`config.mk`:
```
export PLATFORM = sky130hd
export DESIGN_NAME = ram_loader_arbiter
export DESIGN_NICKNAME = d
export VERILOG_FILES = /design/src/rtl/ram_loader_arbiter.sv
export SDC_FILE = /design/constraint.sdc
export NUM_CORES = 1
export LEC_CHECK = 0
export CORE_MARGIN = 2
export CORE_UTILIZATION = 35
export CTS_CLUSTER_SIZE = 10
export DETAILED_ROUTE_END_ITERATION = 10
export HOLD_SLACK_MARGIN = 0.15
export MAX_ROUTING_LAYER = met4
export SLEW_MARGIN = 5
export SYNTH_ARGS = -nofsm -noshare
export SYNTH_HDL_FRONTEND = slang
export SYNTH_SLANG_ARGS = --single-unit
```
`constraint.sdc`:
```
create_clock -name clk -period 2.97 [get_ports clk]
set_clock_uncertainty 0.15 [all_clocks]
set_input_delay 0.297 -clock clk [delete_from_list [all_inputs] [get_ports clk]]
set_output_delay 0.297 -clock clk [all_outputs]
set_load 0.005 [all_outputs]
```
`src/rtl/ram_loader_arbiter.sv`:
```
// Serial monitor and RAM/UART arbiter between the host UART, the CPU and program RAM.
// Monitor parses 'L' (load), 'R' (read back) and 'X' (run) host commands.
// While running, RAM and UART ports pass through to the CPU until cpu_halted.
// Ports: clk, rst (async active-low), UART rx/tx, RAM rd/wr, CPU side, running.
// Build option: LOADER_CHECKSUM_EN makes the 'L' ack the mod-256 data byte sum.
module ram_loader_arbiter #(
    parameter int addr_width = 9
) (
    input  logic                  clk,
    input  logic                  rst,
    input  logic                  rx_received,
    input  logic [7:0]            rx_byte,
    input  logic                  tx_is_transmitting,
    output logic [7:0]            tx_byte,
    output logic                  tx_transmit,
    input  logic [7:0]            ram_dread,
    output logic [addr_width-1:0] ram_raddr,
    output logic [addr_width-1:0] ram_waddr,
    output logic [7:0]            ram_dwrite,
    output logic                  ram_write_en,
    input  logic [addr_width-1:0] cpu_raddr,
    input  logic [addr_width-1:0] cpu_waddr,
    input  logic [7:0]            cpu_dwrite,
    input  logic                  cpu_write_en,
    input  logic [7:0]            cpu_tx_byte,
    input  logic                  cpu_transmit,
    input  logic                  cpu_halted,
    output logic                  cpu_received,
    output logic [7:0]            cpu_rx_byte,
    output logic                  cpu_is_transmitting,
    output logic                  cpu_rst,
    output logic [addr_width-1:0] cpu_startaddr,
    output logic                  running
);
    localparam int AW = addr_width;
    localparam logic [AW-1:0] ADDR_ONE = 1;
    localparam logic [7:0] CH_L = 8'h4C;
    localparam logic [7:0] CH_R = 8'h52;
    localparam logic [7:0] CH_X = 8'h58;
    localparam logic [7:0] CH_Q = 8'h3F;
    localparam logic [7:0] CH_H = 8'h48;
    localparam logic [7:0] CH_DOT = 8'h2E;

    typedef enum logic [3:0] {
        IDLE, ADDRH, ADDRL, LEN, LOAD, RDREQ,
        RDWAIT, RDSEND, TXWAIT, RUN, ACK
    } state_t;

    state_t          state_q, state_d;
    logic            running_q, running_d;
    logic [7:0]      cmd_q, cmd_d;
    logic [AW-1:0]   addr_q, addr_d;
    logic [8:0]      count_q, count_d;
    logic [7:0]      ack_q, ack_d;
    logic [7:0]      tx_byte_q, tx_byte_d;
    logic            tx_go_q, tx_go_d;
    logic            we_q, we_d;
    logic [AW-1:0]   waddr_q, waddr_d;
    logic [7:0]      dwrite_q, dwrite_d;
    logic [AW-1:0]   raddr_q, raddr_d;
    logic            cpu_rst_q, cpu_rst_d;
    logic [AW-1:0]   start_q, start_d;
`ifdef LOADER_CHECKSUM_EN
    logic [7:0]      sum_q, sum_d;
`endif

    always_comb begin
        state_d   = state_q;
        running_d = running_q;
        cmd_d     = cmd_q;
        addr_d    = addr_q;
        count_d   = count_q;
        ack_d     = ack_q;
        tx_byte_d = tx_byte_q;
        tx_go_d   = 1'b0;
        we_d      = 1'b0;
        waddr_d   = waddr_q;
        dwrite_d  = dwrite_q;
        // Read address trails addr by a cycle; it is settled by RDREQ.
        raddr_d   = addr_q;
        cpu_rst_d = 1'b0;
        start_d   = start_q;
`ifdef LOADER_CHECKSUM_EN
        sum_d     = sum_q;
`endif
        unique case (state_q)
            IDLE: begin
                if (rx_received) begin
                    cmd_d = rx_byte;
                    if (rx_byte == CH_L || rx_byte == CH_R ||
                        rx_byte == CH_X) begin
                        state_d = ADDRH;
                    end else begin
                        ack_d   = CH_Q;
                        state_d = ACK;
                    end
                end
            end
            ADDRH: begin
                if (rx_received) begin
                    addr_d  = {rx_byte[AW-9:0], addr_q[7:0]};
                    state_d = ADDRL;
                end
            end
            ADDRL: begin
                if (rx_received) begin
                    addr_d = {addr_q[AW-1:8], rx_byte};
                    if (cmd_q == CH_X) begin
                        start_d   = {addr_q[AW-1:8], rx_byte};
                        cpu_rst_d = 1'b1;
                        running_d = 1'b1;
                        state_d   = RUN;
                    end else begin
                        state_d = LEN;
                    end
                end
            end
            LEN: begin
                if (rx_received) begin
                    count_d = (rx_byte == 8'd0) ? 9'd256 : {1'b0, rx_byte};
`ifdef LOADER_CHECKSUM_EN
                    sum_d = 8'd0;
`endif
                    state_d = (cmd_q == CH_L) ? LOAD : RDREQ;
                end
            end
            LOAD: begin
                if (rx_received) begin
                    we_d     = 1'b1;
                    waddr_d  = addr_q;
                    dwrite_d = rx_byte;
                    addr_d   = addr_q + ADDR_ONE;
                    count_d  = count_q - 9'd1;
`ifdef LOADER_CHECKSUM_EN
                    sum_d = sum_q + rx_byte;
                    ack_d = sum_q + rx_byte;
`else
                    ack_d = CH_DOT;
`endif
                    if (count_q == 9'd1) state_d = ACK;
                end
            end
            RDREQ:  state_d = RDWAIT;
            RDWAIT: state_d = RDSEND;
            RDSEND: begin
                if (!tx_is_transmitting) begin
                    tx_go_d   = 1'b1;
                    tx_byte_d = ram_dread;
                    addr_d    = addr_q + ADDR_ONE;
                    count_d   = count_q - 9'd1;
                    state_d   = TXWAIT;
                end
            end
            TXWAIT: begin
                // One dead cycle so the UART busy flag can rise.
                if (cmd_q == CH_R && count_q != 9'd0) state_d = RDREQ;
                else state_d = IDLE;
            end
            RUN: begin
                if (cpu_halted) begin
                    running_d = 1'b0;
                    ack_d     = CH_H;
                    state_d   = ACK;
                end
            end
            ACK: begin
                if (!tx_is_transmitting) begin
                    tx_go_d   = 1'b1;
                    tx_byte_d = ack_q;
                    state_d   = TXWAIT;
                end
            end
            default: state_d = IDLE;
        endcase
    end

    always_ff @(posedge clk or negedge rst) begin
        if (!rst) begin
            state_q   <= IDLE;
            running_q <= 1'b0;
            cmd_q     <= 8'd0;
            addr_q    <= '0;
            count_q   <= 9'd0;
            ack_q     <= 8'd0;
            tx_byte_q <= 8'd0;
            tx_go_q   <= 1'b0;
            we_q      <= 1'b0;
            waddr_q   <= '0;
            dwrite_q  <= 8'd0;
            raddr_q   <= '0;
            cpu_rst_q <= 1'b0;
            start_q   <= '0;
        end else begin
            state_q   <= state_d;
            running_q <= running_d;
            cmd_q     <= cmd_d;
            addr_q    <= addr_d;
            count_q   <= count_d;
            ack_q     <= ack_d;
            tx_byte_q <= tx_byte_d;
            tx_go_q   <= tx_go_d;
            we_q      <= we_d;
            waddr_q   <= waddr_d;
            dwrite_q  <= dwrite_d;
            raddr_q   <= raddr_d;
            cpu_rst_q <= cpu_rst_d;
            start_q   <= start_d;
        end
    end

`ifdef LOADER_CHECKSUM_EN
    always_ff @(posedge clk or negedge rst) begin
        if (!rst) sum_q <= 8'd0;
        else      sum_q <= sum_d;
    end
`endif

    assign ram_raddr    = running_q ? cpu_raddr    : raddr_q;
    assign ram_waddr    = running_q ? cpu_waddr    : waddr_q;
    assign ram_dwrite   = running_q ? cpu_dwrite   : dwrite_q;
    assign ram_write_en = running_q ? cpu_write_en : we_q;
    assign tx_byte      = running_q ? cpu_tx_byte  : tx_byte_q;
    assign tx_transmit  = running_q ? cpu_transmit : tx_go_q;

    assign cpu_received        = running_q & rx_received;
    assign cpu_rx_byte         = rx_byte;
    assign cpu_is_transmitting = running_q ? tx_is_transmitting : 1'b1;
    assign cpu_rst             = cpu_rst_q;
    assign cpu_startaddr       = start_q;
    assign running             = running_q;
endmodule
```
[After elaboration in Yosys (flattened, before gate mapping)]
Cells that the tools add are included.
Cells by class
  bitwise logic cells: 3
  add/sub/neg operators: 2
  mux-type cells: 49
  reduce and logical (&&, ||, !) cells: 23
  equality and inequality tests: 29
  divide/modulo/power cells: 0
  $mul: 0
  shifts and indexed selects: 0
  magnitude comparators: 0
Operator list (number)
  two-way mux 9 bit: 9
  two-way mux 8 bit: 9
  equality test 8 x 7 -> 1 bit (second input constant): 6
  two-way mux 4 bit: 10
  case mux 4 bit (10 select lines): 1
  case mux 9 bit (4 select lines): 1
  case mux 9 bit (3 select lines): 1
  inequality test 2 bit (second input constant): 12
  case mux 8 bit (3 select lines): 1
  equality test 4 x 3 -> 1 bit (second input constant): 4
  case mux 8 bit (2 select lines): 1
  AND reduction 5 bit: 3
  two-way mux 1 bit: 14
  equality test 4 bit (second input constant): 3
  nonzero test 3 bit: 4
  adder 9 x 1 -> 9 bit (second input constant): 1
  equality test 9 x 1 -> 1 bit (second input constant): 1
  nonzero test 9 bit: 1
  subtractor 9 x 1 -> 9 bit (second input constant): 1
  equality test 4 x 2 -> 1 bit (second input constant): 2
  logical NOT 8 bit: 1
  AND reduction 4 bit: 2
  AND reduction 8 bit: 1
  AND reduction 3 bit: 2
  11 further kinds: 15
Word-level totals
  output and inout port bits: 57
  bits in read-only memories: 0
  memories kept: 0
  bits in registers: 85
  bits of input ports: 57
  bits in latches: 0
  word-level logic and storage cells: 121
  RAM bits: 0

[Logic depth before layout (Yosys ltp)]
Gate-level depths: netlist of run 1.
  depth in word-level cells: 6
  depth in mapped cells: 7
  gate-level depth less buffers: 7

[Worst setup path before layout of run 1]
OpenSTA, ideal clock, no wires.
  path type: reg2reg
  from: register cmd_q[0]
  to: register state_q[0]
  path slack: 0.901 ns
  stages on the path, launching flop included: 6
  required time: 2.695 ns
  clock period less this slack: 2.069 ns
  data arrival time: 1.794 ns
  buffers on the path: 0
  setup time: 0.125 ns
  cell sequence: dfrtp_1 or4b_4 or4_1 nand3_1 nand3_1 mux2_4
On the way
  longest elaborated chain between the ends: 4
  elaborated cells on any way between the ends: 7
  classes of those cells: eq/ne: 2; mux: 4; reduce/logical: 1
RTL lines
  start: declaration: RTL line 51  | logic [7:0] cmd_q, cmd_d;
  start signal: assignment: RTL line 196  | cmd_q <= cmd_d;
  equality test 8 x 7 -> 1 bit, on equally long branches: RTL line 124, 156
  two-way mux 1 bit / logical AND 1 bit (equally long branches): RTL line 124, 156
  two-way mux 4 bit / two-way mux 3 bit (equally long branches): RTL line 119, 156
  case mux 4 bit (10 select lines) *: RTL line 86  | unique case (state_q)
  end signal: assignment: RTL line 194  | state_q <= state_d;
  end: declaration: RTL line 49  | state_t state_q, state_d;
Every way passes the cells marked *; elsewhere a longest branch is shown, timed or not. The select of a mux whose other input is x is not followed.
A chain may end at the register's enable or synchronous reset.

[Worst setup path in the final report of run 1]
  from: register state_q[0]
  to: register count_q[5]
On the way
  longest elaborated chain between the ends: 3
  elaborated cells on any way between the ends: 9
  classes of those cells: eq/ne: 6; mux: 1; reduce/logical: 2
RTL lines
  equality test 4 x 3 -> 1 bit / equality test 4 x 2 -> 1 bit (equally long branches): RTL line 86
  inequality test 2 bit (no line) / nonzero test 3 bit (equally long branches)
  AND reduction 4 bit (no line)
  end signal: assignment: RTL line 198  | count_q <= count_d;
  end: declaration: RTL line 53  | logic [8:0] count_q, count_d;
Several ways; a longest one is shown, not always the timed one.

==> results of run 1 <==
[cells in the final DEF (no fill, tap or decap), types with 4 or more instances in the layout]
master and instances:
clkdlybuf4s50_1 112, dfrtp_1 80, mux2_2 43, nor2_1 34
o21ai_1 32, a21oi_1 28, mux2_1 24, nand2_1 22
buf_4 16, inv_1 11, nand3_1 11, clkbuf_16 9
nor3_1 8, nand2b_1 6, nor2b_1 5, and3_1 4
o21ai_0 4, a31oi_1 4, a22o_1 4, ha_1 4
[cells by family (layout without fill, tap and decap cells)]
logic type / after synthesis / after routing / share of synthesized area [%]
simple gates: 120 / 120 / 15.1
fa+ha+maj: 4 / 4 / 1.13
buf+inv: 41 / 157 / 5.23
xor+xnor: 2 / 2 / 0.396
compound gates: 100 / 100 / 14.3
mux: 71 / 71 / 18.1
flops: 81 / 81 / 45.8
[power groups by stage]
stage               clock (mW)  combinational, mW  sequential [mW]
detailed placement           0               2.11             1.95
finish                    1.16               2.10             1.93
floorplan                    0               1.38             1.75
global placement             0               2.07             1.94
global route              1.23               2.34             2.01
CTS                       1.17               2.12             1.94
[worst min path at each step]
stage	from	end	slack, ns
after global routing	addr_q[7]$_DFFE_PN0P_	raddr_q[7]$_DFF_PN0_	0.32
final	addr_q[6]$_DFFE_PN0P_	raddr_q[6]$_DFF_PN0_	0.31
after floorplan	rst	ack_q[3]$_DFFE_PN0P_	-0.15
after CTS	addr_q[7]$_DFFE_PN0P_	raddr_q[7]$_DFF_PN0_	0.30
after global placement	rst	cpu_rst$_DFF_PN0_	0.24
after detailed placement	rst	cpu_rst$_DFF_PN0_	0.24
[sequential cells by signal (all words and copies together) (netlist names)]
register	cells
state_q	4
cmd_q	8
tx_go_q	1
cpu_rst	1
cpu_startaddr	9
ack_q	4
dwrite_q	8
raddr_q	9
running	1
we_q	1
count_q	9
addr_q	9
tx_byte_q	8
waddr_q	9
[timing repair]
action,in CTS,in global routing
setup endpoints to repair,0,0
hold endpoints to repair,54,0
setup buffers,0,0
hold buffers,1,0
[stage by stage]
stage          hold slack, ns  area [µm²]  utilization (%)
2_1_floorplan          -0.149        4420                -
3_3_place_gp            0.238        5710             45.8
3_5_place_dp            0.243        5710             45.8
4_1_cts                 0.301        6030             48.4
5_1_grt                 0.317        6030             48.4
6_report                0.311        6030             48.4
[per-layer routing]
| layer | track usage [%] | wire [µm] |
|---|---|---|
| met4 | 5.24 | 121 |
| met1 | 24.3 | 5280 |
| met2 | 28.5 | 5320 |
| met5 | - | 0 |
| met3 | 2.80 | 763 |
[cell type report]
class / instances / area (µm²)
multi-input combinational: 297 / 2170
timing repair buffer: 130 / 1270
clock buffer: 9 / 225
tap: 172 / 215
fill: 1156 / 6430
clock inverter: 7 / 83.8
inverter: 11 / 41.3
sequential: 81 / 2030
==> key figures, run 1 <==
Routing
  – First drt pass iteration count: 5
  – Routed len/inst: 16.3 µm
  – Antenna viol nets, final: 0
  – Routed WL: 11,500 µm
  – Initial drt markers: between 150 and 200
  – Vias per inst: 5.17
  – DRC errors left: 0
  – Via count: 3,655

Place
  – Placed Cells: 690
  – Final HPWL DP: 8290 µm
  – GP Congestion: 0.886
  – I/O Buffers: 113
  – Place WS: between 0.5 and 0.6 ns

STA
  – Worst-Margin Slew: 1.02 ns
  – RSZ-0062 raised after global routing: false
  – Setup_tns: 0 ns
  – Endpoints failing setup: 0
  – Slew Limit Fails: 0
  – Min Clock Period, post-route: 2.47 ns
  – Final hold vios: 0
  – Rel. slew slack: 32.0%
  – Final WS setup: 0.498 ns
  – Final Cycle Share: between 80% and 90%
  – Max Clk Rate: 404 MHz

Power
  – Max IR drop VDD: between 300 and 400 µV
  – PD cells: 862 nW/µm²
  – Pwr Total: 5.20 mW
  – Internal: 3.39 mW
  – Part of the power in combinational logic: between 40% and 50%
  – Clock group share of total power: 22.4%
  – Sequential Power Share: 37.2%
  – P_sw: 1.81 mW
  – Sw frac: 34.7%
  – Pleak: 2.55 nW

Logic synthesis
  – Post-Syn Area per Cell: 10.6 µm²
  – Top-count cell post-synth: dfrtp_1
  – Cell count after synthesis: 419
  – Share of the synthesized area in the top cell type: 45.8%
  – Syn_nets: 480
  – Largest area contributor in the netlist: dfrtp_1
  – YS warnings: 0
  – Sequential share of the synthesized area: 45.8%
  – Post-Synthesis Cell Area: approximately 4400 µm²
  – Ys async rst share: 100%
  – Unique masters post-synth: 70
  – Synth top area cells: dfrtp_1 46%, mux2_2 11%, mux2_1 6.1%
  – EDFF count, synth: 0
  – Most used DFF post-synth: dfrtp_1
  – Synth cell count leaders: 81 x dfrtp_1, 43 x mux2_2, 34 x nor2_1, 32 x o21ai_1, 28 x a21oi_1
  – Yosys reg bits: 81

Critical path
  – Crit. path cell count: 5
  – Crit path launch type: register
  – Delay-heaviest family, CP: compound AO/OA/AOI/OAI gates
  – Worst Setup Path Type: reg2reg
  – Cell mode on critical path: nor2_1
  – Reg-to-reg startpoint: state_q[0]$_DFFE_PN0P_
  – Max FO, Critical Path: 27
  – Crit path from: state_q[0]$_DFFE_PN0P_
  – Cell Chain, Critical Path: nor2_1 -> o21ai_2 -> nor2_1 -> a21oi_1 -> o22a_1
  – CP Capture Type: register
  – Largest stage delay, worst path: between 0.8 and 0.9 ns
  – Reg2Reg Depth: 5
  – Crit path capture: count_q[5]$_DFFE_PN0P_
  – Worst Path Required: 3.10 ns
  – CP max-delay cell: o21ai_2
  – Worst Path Buf+Inv: 0
  – Worst Path Arrival: 2.60 ns
  – Worst R2R Setup Slack: about 0.5 ns
  – Crit Reg-Reg Endpoint: count_q[5]$_DFFE_PN0P_

Clock network
  – H-tree depth: 3
  – Clock Root Buffer: clkbuf_16
  – Clk slew on worst S/H paths: roughly 0.07 ns
  – # clock sinks: 81
  – TritonCTS Buffers: 9
  – Clock Latency Late Sink: ~0.34 ns
  – Max clock buf depth: 2
  – Resized cells post-CTS: 0
  – CTS tree: done

Outcome
  – Outcome: completed

Cells and area
  – Synth-to-layout area growth: 36.3%
  – N_diodes: 0
  – Layout cells sized above 1: 17.2%
  – Nets: 591
  – Final cell count without fillers: 707

Run
  – Max cap viols: 0

Floorplanning
  – Initial core utilization: between 30% and 40%
  – Die Footprint: about 14,000 µm²
  – Chip height: 116 µm
  – Die span in x: 116 µm
  – # rows: 41
  – Core area: ~12,000 µm²
  – # IOs: 114

Global route
  – Vias in the first global route: roughly 3,600
  – Total gr overflow: 0
  – Pin count of the biggest net entering global routing: 57
  – Initial antenna violation count: 0
  – Global Route Usage Sum: 18.1%
  – First-pass GRT wire length: 18,600 µm

Min path
  – Hold depth: 0
  – Hold Path Class: reg2reg
Power figures use the tool's default switching activity.
==> inputs of run 2 (changes only) <==
==> constraint.sdc (replaced) <==
create_clock -name clk -period 2.2 [get_ports clk]
set_clock_uncertainty 0.15 [all_clocks]
set_input_delay 0.22 -clock clk [delete_from_list [all_inputs] [get_ports clk]]
set_output_delay 0.22 -clock clk [all_outputs]
set_load 0.005 [all_outputs]
==> run 2 against run 1 <==
Effect of this change:
- fmax grew 15%
- clock-buffer cell count grew 2
- final cell count grew 3.8%
- critical path depth is the same
- flip-flop and latch count is the same
- via count grew 1.7%
- sequential power grew 27%
- cell area grew 3.7%
- global-route usage grew 0.63 points
- sequential share of layout area shrank 1.2 points
- first-iteration DRC count shrank 12%
- critical path type unchanged
==> key figures, run 2 (synthesis gave the netlist of run 1 again) <==
Outcome
  – Outcome: completed

Clock network
  – Clock Root Buffer: clkbuf_16
  – TritonCTS Buffers: 9 (unchanged)
  – Clock Latency Late Sink: 0.34 ns (about the same)
  – Max clock buf depth: 2 (unchanged)
  – H-tree depth: 3 (unchanged)
  – CTS tree: done
  – Clk slew on worst S/H paths: 0.06 ns (about the same)
  – # clock sinks: 81 (unchanged)
  – Post-CTS setup buffers: 0 (unchanged)

Routing
  – Vias per inst: 5.07 (-2.0%)
  – Routed WL: 12,000 µm (+4.5%)
  – Antenna viol nets, final: 0 (unchanged)
  – Routed len/inst: 16.4 µm (+0.68%)
  – First drt pass iteration count: 5 (unchanged)
  – DRC errors left: 0 (unchanged)
  – Via count: 3,718 (+1.7%)
  – Initial drt markers: 170 (-12%)

Floorplanning
  – # rows: 41 (unchanged)
  – Die Footprint: 13,600 µm² (unchanged)
  – Initial core utilization: 35.5% (unchanged)
  – # IOs: 114 (unchanged)
  – Die span in x: 116 µm (unchanged)
  – Core area: 12,500 µm² (unchanged)
  – Chip height: 116 µm (unchanged)

Run
  – Max cap viols: 0 (unchanged)

STA
  – Setup_tns: 0 ns (unchanged)
  – Rel. slew slack: 49.7% (+18 points)
  – Min Clock Period, post-route: 2.14 ns (-0.330 ns)
  – Final hold vios: 0 (unchanged)
  – Endpoints failing setup: 0 (unchanged)
  – Slew Limit Fails: 0 (unchanged)
  – Worst-Margin Slew: 0.755 ns (-0.265 ns)
  – Final Cycle Share: 97.4% (+14 points)
  – RSZ-0062 raised after global routing: false
  – Max Clk Rate: 467 MHz (+15%)

Critical path
  – CP Capture Type: register
  – Worst Path Required: 2.28 ns (-0.82 ns)
  – Worst Setup Path Type: reg2reg
  – Max FO, Critical Path: 4 (-85%)
  – Crit path launch type: register
  – Worst Path Arrival: 2.22 ns (-0.38 ns)

Cells and area
  – Leading cell type in the layout, fill and taps excluded: clkdlybuf4s50_1
  – N_diodes: 0 (unchanged)
  – Layout cells sized above 1: 21.4% (+4.2 points)
  – Nets: 618 (+4.6%)
  – Most frequent cells in the layout: 112 x clkdlybuf4s50_1, 80 x dfrtp_1, 43 x mux2_2, 41 x buf_4, 34 x nor2_1
  – Synth-to-layout area growth: 41.4%
  – Core occupancy in the finished layout: 50.2% (+1.8 points)

Global route
  – Pin count of the biggest net entering global routing: 59 (+3.5%)
  – Total gr overflow: 0 (unchanged)
  – Vias in the first global route: 3,718 (+2.6%)
  – First-pass GRT wire length: 19,000 µm (+2.0%)
  – Global Route Usage Sum: 18.7% (+0.63 points)
  – Initial antenna violation count: 0 (unchanged)

Min path
  – Hold Path Class: in2reg

Power
  – Pwr Total: 7.19 mW (+38%)
  – PD cells: 1150 nW/µm² (+33%)
  – Pleak: 2.69 nW (+5.4%)
  – Max IR drop VDD: 449 µV (+27%)

Place
  – GP Congestion: 0.881 (-0.49%)
  – Final HPWL DP: 8770 µm (+5.7%)
  – I/O Buffers: 113 (unchanged)
[run 2: repair_timing]
item | CTS | global route
endpoints found under the hold margin | 56 | 0
resized for setup | 0 | 2
hold buffers | 1 | 0
setup endpoints to repair | 0 | 5
[run 2: routing by layer]
| metal | up-vias | GRT usage, % | wire length, µm |
|---|---|---|---|
| met5 | - | - | 0 |
| met4 | 0 | 6.27 | 231 |
| met3 | 17 | 3.17 | 813 |
| met2 | 123 | 29.1 | 5530 |
| met1 | 1792 | 25.0 | 5440 |
| li1 | 1786 | - | - |
[run 2: area by class of cell]
cell class                      instances  area [µm²]
Tap cell                              172         215
Multi-Input combinational cell        297        2170
Inverter                               11        41.3
Sequential cell                        81        2030
Clock inverter                          5        55.1
Timing Repair Buffer                  157        1500
Fill cell                            1182        6210
Clock buffer                           11         243
[run 2: per-stage QoR]
stage                     hold WS [ns]  setup slack (ns)  instance area, µm²  instances
after global routing             0.322           0.00522                6260        734
after CTS                        0.283            0.0554                6250        734
after global placement           0.190            0.0802                5940        717
final                            0.287            0.0573                6260        734
after detailed placement         0.198            0.0644                5940        717
after floorplan                 -0.226             0.131                4420        419
[run 2: final timing paths]
path                                        from                        to  slack, ns  cells after the start
min in group asynchronous                    rst      cmd_q[6]$_DFFE_PN0P_       0.35                      2
max                         cmd_q[5]$_DFFE_PN0P_    state_q[0]$_DFFE_PN0P_       0.06                      5
min                                 ram_dread[7]  tx_byte_q[7]$_DFFE_PN0P_       0.29                      3
min reg2reg                addr_q[7]$_DFFE_PN0P_      raddr_q[7]$_DFF_PN0_       0.30                      0
max reg2reg                 cmd_q[5]$_DFFE_PN0P_    state_q[0]$_DFFE_PN0P_       0.06                      5
max in group asynchronous                    rst     addr_q[4]$_DFFE_PN0P_       0.86                      3
[run 2: where the power goes]
part           leakage, nW  switching (mW)  internal [mW]
clock network        0.142           0.611          0.906
logic                 1.51            1.42           1.81
registers             1.04           0.400           2.05
total                 2.69            2.43           4.76
[run 2: worst max-delay path, cell delays in order, from the launching register on]
cell and delay [ns]:
dfrtp_1 0.38, or4b_4 0.56, or4_4 0.53, nand3_2 0.08
nand3_1 0.07, mux2_4 0.26
==> inputs of run 3 (changes only) <==
--- a/config.mk
+++ b/config.mk
@@ -5,12 +5,14 @@
 export SDC_FILE = /design/constraint.sdc
 export NUM_CORES = 1
 export LEC_CHECK = 0
+export CORE_ASPECT_RATIO = 0.9
 export CORE_MARGIN = 2
-export CORE_UTILIZATION = 35
+export CORE_UTILIZATION = 45
 export CTS_CLUSTER_SIZE = 10
 export DETAILED_ROUTE_END_ITERATION = 10
 export HOLD_SLACK_MARGIN = 0.15
 export MAX_ROUTING_LAYER = met4
+export PLACE_DENSITY = 0.77
 export SLEW_MARGIN = 5
 export SYNTH_ARGS = -nofsm -noshare
 export SYNTH_HDL_FRONTEND = slang
==> run 3 against run 2 <==
Effect of this change:
- fmax fell by 0.96%
- combinational power fell by 2%
- hold slack got worse by 0.057 ns
- highest routed layer unchanged
==> key figures, run 3 (synthesis gave the netlist of run 1 again) <==
Floorplanning
  – # IOs: 114 (unchanged)
  – Core area: 9610 µm² (-23%)
  – Initial core utilization: 46.0% (+11 points)
  – Die span in x: 109 µm (-6.8%)
  – # rows: 34 (-17%)
  – Die Footprint: 10,600 µm² (-21%)
  – Chip height: 98.1 µm (-16%)

Cells and area
  – Core occupancy in the finished layout: 63.4% (+13 points)
  – N_diodes: 0 (unchanged)
  – Leading cell type in the layout, fill and taps excluded: clkdlybuf4s50_1
  – Nets: 613 (-0.81%)
  – Layout cells sized above 1: 21.2% (-0.17 points)
  – Most frequent cells in the layout: 110 x clkdlybuf4s50_1, 78 x dfrtp_1, 43 x mux2_2, 35 x buf_4, 34 x nor2_1
  – Synth-to-layout area growth: 37.8%

Clock network
  – TritonCTS Buffers: 9 (unchanged)
  – Clk slew on worst S/H paths: 0.09 ns (+0.03 ns)
  – Clock Root Buffer: clkbuf_8
  – H-tree depth: 3 (unchanged)
  – Max clock buf depth: 2 (unchanged)
  – Clock Latency Late Sink: 0.36 ns (+0.02 ns)
  – # clock sinks: 81 (unchanged)
  – CTS tree: done

Routing
  – Routed len/inst: 17.2 µm (+5.3%)
  – DRC errors left: 0 (unchanged)
  – Initial drt markers: 150 (-12%)
  – Antenna viol nets, final: 0 (unchanged)
  – Vias per inst: 5.50 (+8.6%)
  – First drt pass iteration count: 4 (-1)
  – Via count: 3,758 (+1.1%)
  – Routed WL: 11,800 µm (-2.0%)

Power
  – Sw frac: 35.3% (+1.5 points)
  – Part of the power in combinational logic: 46.2% (+1.4 points)
  – PD cells: 1120 nW/µm² (-3.0%)
  – Sequential Power Share: 37.0% (+2.9 points)
  – Pleak: 2.66 nW (-1.1%)
  – Internal: 4.40 mW (-7.6%)
  – P_sw: 2.40 mW (-1.1%)
  – Clock group share of total power: 16.8% (-4.3 points)
  – Max IR drop VDD: 436 µV (-2.8%)
  – Pwr Total: 6.80 mW (-5.4%)

STA
  – Max Clk Rate: 462 MHz (-0.96%)
  – Worst-Margin Slew: 0.502 ns (-0.253 ns)
  – Final WS setup: 0.0366 ns (-0.0207 ns)
  – Final Cycle Share: 98.3% (+0.94 points)
  – Setup_tns: 0 ns (unchanged)
  – Endpoints failing setup: 0 (unchanged)
  – Rel. slew slack: 66.5% (+17 points)
  – Fin Hold WS: 0.230 ns (-0.0566 ns)
  – Slew Limit Fails: 0 (unchanged)
  – Final hold vios: 0 (unchanged)
  – Min Clock Period, post-route: 2.16 ns (+0.0207 ns)

Place
  – GP Congestion: 0.898 (+1.9%)
  – Place WS: -0.0406 ns (-0.105 ns)
  – Final HPWL DP: 8290 µm (-5.4%)
  – I/O Buffers: 113 (unchanged)

Critical path
  – CP max-delay cell: or4b_4
  – Worst R2R Setup Slack: 0.04 ns (-0.02 ns)
  – Worst Path Required: 2.29 ns (about the same)
  – Reg2Reg Depth: 5 (unchanged)
  – Crit. path cell count: 5 (unchanged)
  – Cell Chain, Critical Path: or4b_4 -> or4_4 -> nand3_2 -> nand3_1 -> mux2_4
  – Delay-heaviest family, CP: simple AND/OR/NAND/NOR gates
  – CP Capture Type: register
  – Worst Setup Path Type: reg2reg
  – Worst Path Arrival: 2.25 ns (+0.03 ns)
  – Max FO, Critical Path: 4 (unchanged)
  – Largest stage delay, worst path: 0.56 ns (about the same)
  – Crit path launch type: register
  – Worst Path Buf+Inv: 0 (unchanged)

Min path
  – Hold Path Class: in2async

Global route
  – Global Route Usage Sum: 23.3% (+4.6 points)
  – Pin count of the biggest net entering global routing: 42 (-29%)
  – First-pass GRT wire length: 19,100 µm (+0.33%)
  – Initial antenna violation count: 0 (unchanged)
  – Vias in the first global route: 3,782 (+1.7%)
  – Total gr overflow: 0 (unchanged)

Run
  – Max cap viols: 0 (unchanged)

Outcome
  – Outcome: completed
-- run 3: area by class of cell --
type	instances	area, µm²
multi-input combinational	297	2180
sequential	81	2030
clock buffer	11	141
fill	789	3520
timing repair buffer	152	1480
clock inverter	5	63.8
tap	126	158
inverter	11	41.3
-- run 3: per-stage QoR --
stage	cells	cell area [µm²]
2_1_floorplan	419	4420
3_3_place_gp	664	5830
3_5_place_dp	664	5830
4_1_cts	681	6040
5_1_grt	683	6100
6_report	683	6100
-- run 3: metal layers --
| layer | routed length [µm] | GRT usage (%) | up-vias |
|---|---|---|---|
| li1 | - | - | 1777 |
| met1 | 5380 | 31.4 | 1793 |
| met2 | 5180 | 35.4 | 171 |
| met3 | 1010 | 4.61 | 17 |
| met4 | 198 | 7.50 | 0 |
| met5 | 0 | - | - |
-- run 3: worst paths after layout --
path | to | start
worst max-delay path | state_q[0]$_DFFE_PN0P_ | cmd_q[7]$_DFFE_PN0P_
worst min-delay path | waddr_q[1]$_DFFE_PN0P_ | rst
worst max register to register | state_q[0]$_DFFE_PN0P_ | cmd_q[7]$_DFFE_PN0P_
worst min register to register | raddr_q[6]$_DFF_PN0_ | addr_q[6]$_DFFE_PN0P_
max in group asynchronous | count_q[8]$_DFFE_PN0P_ | rst
min in group clk | tx_byte_q[7]$_DFFE_PN0P_ | ram_dread[7]
-- run 3: worst reg2reg max path, cell delays in order, from the launching register on --
cell and delay [ns]:
dfrtp_1 0.38, or4b_4 0.56, or4_4 0.54, nand3_2 0.09
nand3_1 0.07, mux2_4 0.26
-- run 3: power groups by stage --
stage / clock, mW / sequential (mW) / combinational, mW
after floorplan: 0 / 2.36 / 1.87
after global placement: 0 / 2.50 / 2.98
after detailed placement: 0 / 2.53 / 3.08
after CTS: 1.15 / 2.50 / 3.11
after global routing: 1.21 / 2.60 / 3.45
final: 1.14 / 2.51 / 3.14
-- run 3: repair_timing --
item / in CTS / in global routing
setup endpoints to repair: 0 / 44
hold buffers: 1 / 0
endpoints found under the hold margin: 81 / 0
setup buffers: 0 / 1
gates resized for setup: 0 / 7
